<file path="src/rtl/billiard_pkg.sv">
// rtl/billiard_pkg.sv - shared widths, types and helpers for the cue-ball motion stage
//
// Purpose : common constants (coordinate/velocity/fraction widths), the motion
//           state type, the signed fixed-point position type and small helpers
//           used by ball_motion_controller and ball_axis_integrator.
// Ports   : none (package)

package billiard_pkg;

  localparam int COORD_W   = 11;
  localparam int VEL_W     = 11;
  localparam int FRAC_BITS = 6;
  localparam int POS_W     = COORD_W + FRAC_BITS;

  typedef enum logic [0:0] {
    IDLE   = 1'b0,
    MOVING = 1'b1
  } motion_state_t;

  // Position: integer pixels in the upper COORD_W bits, FRAC_BITS of sub-pixel below.
  typedef logic signed [POS_W-1:0] fixed_pos_t;
  typedef logic signed [VEL_W-1:0] vel_t;

  // Two's-complement negation that maps the most negative value to the most
  // positive one instead of wrapping back onto itself.
  function automatic vel_t neg_sat(input vel_t v);
    if (v == {1'b1, {(VEL_W-1){1'b0}}})
      return {1'b0, {(VEL_W-1){1'b1}}};
    return -v;
  endfunction

  function automatic fixed_pos_t to_fixed(input logic [COORD_W-1:0] c);
    return {c, {FRAC_BITS{1'b0}}};
  endfunction

endpackage

</file>
<file path="src/rtl/ball_axis_integrator.sv">
// rtl/ball_axis_integrator.sv - one-axis position step, cushion reflect, friction and stop
//
// Purpose : purely combinational next-frame computation for a single axis.
// Ports   : pos      in  POS_W  current fixed-point position
//           vel      in  VEL_W  current signed velocity (LSB = 1/2^FRAC_BITS px/frame)
//           pos_next out POS_W  position after step and cushion clamp
//           vel_next out VEL_W  velocity after reflect, friction and stop threshold

module ball_axis_integrator
  import billiard_pkg::*;
#(
  parameter int MIN            = 0,
  parameter int MAX            = 600,
  parameter int FRICTION_SHIFT = 5,
  parameter int STOP_THRESHOLD = 2
) (
  input  fixed_pos_t pos,
  input  vel_t       vel,
  output fixed_pos_t pos_next,
  output vel_t       vel_next
);

  // One extra bit so pos + vel can never overflow.
  localparam int SUM_W = POS_W + 1;
  localparam int INT_W = SUM_W - FRAC_BITS;
  localparam int MAG_W = VEL_W + 1;

  localparam logic signed [INT_W-1:0] MIN_I = INT_W'(MIN);
  localparam logic signed [INT_W-1:0] MAX_I = INT_W'(MAX);
  localparam fixed_pos_t MIN_POS = to_fixed(COORD_W'(MIN));
  localparam fixed_pos_t MAX_POS = to_fixed(COORD_W'(MAX));
  localparam logic [MAG_W-1:0] ONE  = MAG_W'(1);
  localparam logic [MAG_W-1:0] STOP = MAG_W'(STOP_THRESHOLD);

  logic signed [SUM_W-1:0] sum;
  logic signed [INT_W-1:0] sum_int;
  vel_t                    refl;
  logic        [MAG_W-1:0] ext;
  logic        [MAG_W-1:0] mag;
  logic        [MAG_W-1:0] dec;
  logic        [VEL_W-1:0] mag_f;

  always_comb begin
    sum      = {pos[POS_W-1], pos} + {{(SUM_W-VEL_W){vel[VEL_W-1]}}, vel};
    sum_int  = sum[SUM_W-1:FRAC_BITS];
    pos_next = sum[POS_W-1:0];
    refl     = vel;

    if (sum_int < MIN_I) begin
      pos_next = MIN_POS;
      refl     = neg_sat(vel);
    end else if (sum_int > MAX_I) begin
      pos_next = MAX_POS;
      refl     = neg_sat(vel);
    end

    // Friction works on magnitude; the extra bit holds |-2^(VEL_W-1)|.
    ext = {refl[VEL_W-1], refl};
    mag = ext[MAG_W-1] ? (~ext + ONE) : ext;
    dec = mag >> FRICTION_SHIFT;
    if (dec == '0)
      dec = ONE;

    mag_f = (mag > dec) ? VEL_W'(mag - dec) : '0;
    if ({1'b0, mag_f} <= STOP)
      mag_f = '0;

    vel_next = refl[VEL_W-1] ? -mag_f : mag_f;
  end

endmodule

</file>
<file path="src/rtl/ball_motion_controller.sv">
// rtl/ball_motion_controller.sv - cue-ball position integration, friction and cushion reflection
//
// Purpose : holds ball position/velocity, accepts shots and re-spots, and steps
//           the ball once per frame while it is moving.
// Ports   : clk                 in   1      clock
//           resetN              in   1      asynchronous reset, active-low
//           startOfFrame        in   1      one-cycle frame tick
//           newVelocityX/Y      in   11     signed shot velocity
//           velocityWriteEnable in   1      one-cycle shot strobe (IDLE only)
//           placeBall           in   1      one-cycle re-spot request
//           placeX/placeY       in   11     re-spot top-left (integer pixels)
//           topLeftX/topLeftY   out  11     integer part of position (floor)
//           velocityX/velocityY out  11     current signed velocity
//           ballMoving          out  1      high while MOVING

module ball_motion_controller
  import billiard_pkg::*;
#(
  parameter int X_MIN          = 0,
  parameter int X_MAX          = 600,
  parameter int Y_MIN          = 0,
  parameter int Y_MAX          = 440,
  parameter int INIT_X         = 100,
  parameter int INIT_Y         = 100,
  parameter int FRICTION_SHIFT = 5,
  parameter int STOP_THRESHOLD = 2
) (
  input  logic               clk,
  input  logic               resetN,
  input  logic               startOfFrame,
  input  logic [VEL_W-1:0]   newVelocityX,
  input  logic [VEL_W-1:0]   newVelocityY,
  input  logic               velocityWriteEnable,
  input  logic               placeBall,
  input  logic [COORD_W-1:0] placeX,
  input  logic [COORD_W-1:0] placeY,
  output logic [COORD_W-1:0] topLeftX,
  output logic [COORD_W-1:0] topLeftY,
  output logic [VEL_W-1:0]   velocityX,
  output logic [VEL_W-1:0]   velocityY,
  output logic               ballMoving
);

  localparam fixed_pos_t INIT_POS_X = to_fixed(COORD_W'(INIT_X));
  localparam fixed_pos_t INIT_POS_Y = to_fixed(COORD_W'(INIT_Y));

  motion_state_t state;
  fixed_pos_t    pos_x, pos_y, pos_x_next, pos_y_next;
  vel_t          vel_x, vel_y, vel_x_next, vel_y_next;

  ball_axis_integrator #(
    .MIN(X_MIN), .MAX(X_MAX),
    .FRICTION_SHIFT(FRICTION_SHIFT), .STOP_THRESHOLD(STOP_THRESHOLD)
  ) u_axis_x (
    .pos(pos_x), .vel(vel_x), .pos_next(pos_x_next), .vel_next(vel_x_next)
  );

  ball_axis_integrator #(
    .MIN(Y_MIN), .MAX(Y_MAX),
    .FRICTION_SHIFT(FRICTION_SHIFT), .STOP_THRESHOLD(STOP_THRESHOLD)
  ) u_axis_y (
    .pos(pos_y), .vel(vel_y), .pos_next(pos_y_next), .vel_next(vel_y_next)
  );

  // Priority: re-spot, then shot (IDLE only), then frame step (MOVING only).
  // A shot on a frame tick only loads; the first step happens on the next tick.
  always_ff @(posedge clk or negedge resetN) begin
    if (!resetN) begin
      state <= IDLE;
      pos_x <= INIT_POS_X;
      pos_y <= INIT_POS_Y;
      vel_x <= '0;
      vel_y <= '0;
    end else if (placeBall) begin
      state <= IDLE;
      pos_x <= to_fixed(placeX);
      pos_y <= to_fixed(placeY);
      vel_x <= '0;
      vel_y <= '0;
    end else if (velocityWriteEnable && state == IDLE) begin
      vel_x <= newVelocityX;
      vel_y <= newVelocityY;
      state <= (newVelocityX != '0 || newVelocityY != '0) ? MOVING : IDLE;
    end else if (startOfFrame && state == MOVING) begin
      pos_x <= pos_x_next;
      pos_y <= pos_y_next;
      vel_x <= vel_x_next;
      vel_y <= vel_y_next;
      state <= (vel_x_next == '0 && vel_y_next == '0) ? IDLE : MOVING;
    end
  end

  // Dropping the fraction bits is the arithmetic shift right (floor).
  assign topLeftX   = pos_x[POS_W-1:FRAC_BITS];
  assign topLeftY   = pos_y[POS_W-1:FRAC_BITS];
  assign velocityX  = vel_x;
  assign velocityY  = vel_y;
  assign ballMoving = (state == MOVING);

endmodule
</file>
<file path="config.mk">
export PLATFORM = sky130hd
export DESIGN_NAME = ball_motion_controller
export DESIGN_NICKNAME = d
export VERILOG_FILES = /design/src/rtl/billiard_pkg.sv /design/src/rtl/ball_axis_integrator.sv /design/src/rtl/ball_motion_controller.sv
export SDC_FILE = /design/constraint.sdc
export NUM_CORES = 1
export LEC_CHECK = 0
export BUFFER_PORTS_ARGS = -buffer_cell sky130_fd_sc_hd__clkbuf_2
export CORE_AREA = 10 10 136 138
export DETAILED_ROUTE_END_ITERATION = 10
export DIE_AREA = 0 0 146 148
export PLACE_DENSITY = 0.82
export RECOVER_POWER = 100
export SLEW_MARGIN = 20
export SYNTH_ARGS = -nofsm -noshare
export SYNTH_HDL_FRONTEND = slang
export SYNTH_SLANG_ARGS = --single-unit
</file>
<file path="constraint.sdc">
create_clock -name clk -period 17.8 [get_ports clk]
set_input_delay 3.56 -clock clk [delete_from_list [all_inputs] [get_ports clk]]
set_output_delay 3.56 -clock clk [all_outputs]
set_load 0.01 [all_outputs]
</file>
==> out/metrics.csv <==
stage;metric;value;unit
grt;all-layer global routing usage;22.4;%
clock_tree;Num CTS Buffers;9;
hold_path;HP Start;pos_x[0]$_DFFE_PN0P_;
setup_path;Worst setup SP type;flop;
logic_synthesis;syn avg cell area;7.46;µm²
logic_synthesis;post-synthesis cell type count;109;
grt;initial antenna violation count;0;
grt;first-pass GRT wire length;40900;µm
timing;Max Freq;0.0825;GHz
floorplanning;Die Ht;148;µm
placed_design;HPWL Detailed;19500;µm
grt;Overflow after GRT;0;
clock_tree;CTS clk-pin slew, worst paths;50;ps
logic_synthesis;Mapped Area;8570;µm²
setup_path;Crit Path Class;reg -> reg;
logic_synthesis;main area contributors after synthesis;dfrtp_1, ha_1, nand2_1;
logic_synthesis;Synth Instances;1149;
finish;fraction of layout cells with a size suffix above 1;11.5;%
timing;endpoints failing setup;0;
clock_tree;clock buffer depth;2;
outcome;failing checks;capacitance limit, slew limit;
logic_synthesis;Async S/R FF share, synth;100;%
hold_path;Min-Delay Path Class;reg -> reg;
drt;Final ANT Viol Nets;0;
grt;largest net degree at the start of global routing;75;
logic_synthesis;synthesized flop and latch total;57;
timing;max-slew violations;153;
clock_tree;CTS tree;built;
floorplanning;die area;21600;µm²
floorplanning;core area;15700;µm²
timing;Worst-Margin Slew;3140;ps
setup_path;CP bufs+invs;2;
logic_synthesis;register area share after synthesis;16.7;%
placed_design;# port buffers;93;
hold_path;hold depth;2;
timing;TNS Setup;0;ps
setup_path;Max stage delay cell, worst path;a21oi_1;
setup_path;Critical Path Max Stage Delay;1330;ps
floorplanning;Initial Utilization;54.5;%
drt;TritonRoute pass-1 iters;6;
logic_synthesis;Top FF cell, synth;dfrtp_1;
setup_path;worst reg2reg path depth;44;
logic_synthesis;count leader, synth;nand2_1;
clock_tree;Root Buffer;clkbuf_16;
timing;final worst-path cycle share;68.1;%
logic_synthesis;Yosys top cell by area;dfrtp_1;
finish;fill count;1485;
setup_path;worst r2r src;velocityX[0]$_DFFE_PN0P_;
drt;Avg WL per Cell;18.4;µm
drt;Avg Vias per Cell;6.40;
setup_path;Required @ worst endpoint;18020;ps
floorplanning;die width;146;µm
clock_tree;Post-CTS Setup Bufs;0;
floorplanning;row cnt;46;
timing;relative slew slack;-109;%
drt;DR DRC count;0;
floorplanning;I/O pin cnt;94;
setup_path;Worst EP arrival;12340;ps
logic_synthesis;Post-synth top cells;nand2_1, nor2_1, a21oi_1;
logic_synthesis;Syn. warnings;0;
finish;Final nets;1281;
grt;vias in the first global route;8042;
drt;drt total wl;25700;µm
timing;RSZ-0062 raised after global routing;no;
outcome;status;finished with violations;
finish;Layout area overhead;5.52;%
setup_path;crit path max fanout;19;
hold_path;Hold EP;pos_x[0]$_DFFE_PN0P_;
clock_tree;hold_buf cts;0;
timing;Worst Skew;6.48;ps
run;max cap viols;3;
clock_tree;# resized after CTS;0;
drt;initial detailed-routing violation count;842;
setup_path;reg-to-reg slack, setup;5680;ps
drt;Via Count;8928;
placed_design;GP Congestion;0.995;
clock_tree;Clock Sinks;57;
setup_path;crit path capture type;flop;
timing;post-route minimum period;12120;ps
logic_synthesis;share of Yosys cell area claimed by the top area cell type;14.9;%
clock_tree;H-tree depth;3;
timing;Final Hold Fails;0;
setup_path;CP delay by family, top;compound AO/OA/AOI/OAI gates;
finish;n_diodes;0;
logic_synthesis;EDFF count, synth;0;
clock_tree;Clk Latency, worst-skew pair;340;ps
setup_path;reg2reg end;ballMoving$_DFFE_PN0P_;
==> state kept, by name, summed over array words and instances (netlist names) <==
register    flops
pos_y          17
ballMoving      1
velocityY      11
pos_x          17
velocityX      11
==> worst max-delay path by stage <==
stage / start / slack (ps) / cells after the start / endpoint
after global routing: velocityX[0]$_DFFE_PN0P_ / 5040 / 44 / ballMoving$_DFFE_PN0P_
after detailed placement: velocityX[0]$_DFFE_PN0P_ / 7000 / 44 / ballMoving$_DFFE_PN0P_
after CTS: velocityX[0]$_DFFE_PN0P_ / 6950 / 44 / ballMoving$_DFFE_PN0P_
final: velocityX[0]$_DFFE_PN0P_ / 5680 / 44 / ballMoving$_DFFE_PN0P_
after global placement: velocityX[0]$_DFFE_PN0P_ / 7080 / 44 / ballMoving$_DFFE_PN0P_
after floorplan: velocityY[0]$_DFFE_PN0P_ / 8340 / 47 / ballMoving$_DFFE_PN0P_
==> cells in the final DEF, fill, tap and decap left out, types with 9 or more instances in the layout <==
cell       synthesis  layout
a211oi_1          17      19
a21o_1            31      31
a21oi_1           97      98
a31oi_1           14      14
and2_1            18      18
clkbuf_1          41      47
clkbuf_16          0       9
clkbuf_2           0      50
dfrtp_1           51      51
ha_1              54      54
inv_1             25      25
mux2_2            13      11
mux2i_1            9       9
nand2_1          132     131
nand2b_1          14      14
nand3_1           40      40
nand4_1           10      10
nor2_1           105     105
nor2b_1           16      16
nor3_1            36      37
nor4_1            10      11
o211ai_1          17      18
o21a_1            10      10
o21ai_0           67      67
or3_1             16      16
or4_1              9       9
xnor2_1           31      32
xor2_1            25      25
==> worst reg2reg max path, delay by kind of cell (launching register included) <==
family                     cells  cell delay, ps
adders and majority gates      6            1830
and+or+nand+nor               15            2750
AOI/OAI and AO/OA             18            6050
muxes                          2             350
xor gates and xnor gates       1             360
buffers and inverters          2             160
DFF                            1             480
==> through the flow <==
stage                     util, %  std cells  setup WS [ps]  cell area, µm²  hold slack, ps
after floorplan                 -       1150           8340            8570             487
after global placement       56.6       1379           7080            8900             512
after detailed placement     56.6       1379           7000            8900             525
after CTS                    58.5       1394           6950            9200             534
after global routing         57.5       1394           5040            9040             553
final                        57.5       1394           5680            9040             531
==> per-layer routing <==
metal  vias to the layer above  wire length, µm  track usage, %
met5                         -                0               0
met4                         0              437            5.86
met3                        50             2460            4.95
met2                       445            11600            36.2
met1                      4148            11200            29.6
li1                       4285                -               -
==> final cells by class <==
class	instances	area [µm²]	area share, %
clock buffers	12	256	2.84
well taps	216	270	2.99
repair buffers	102	468	5.18
multi-input cells	977	6470	71.6
inverters	27	101	1.12
flip-flops and latches	57	1430	15.9
clock inverters	3	40.0	0.443
==> cell families after synthesis <==
group                    Yosys count  share of synthesized area [%]
AND/OR/NAND/NOR                  450                           26.1
AO/OA/AOI/OAI                    383                           31.9
buffers and inverters            116                           6.76
adder cells (fa/ha/maj)           59                           8.94
XOR/XNOR                          59                           6.42
flip-flops                        57                           16.7
multiplexers                      24                           3.10
other                              1                         0.0438
Power is not shown: default switching activity piles up to over one toggle a cycle in this logic, so the estimate is an artifact.
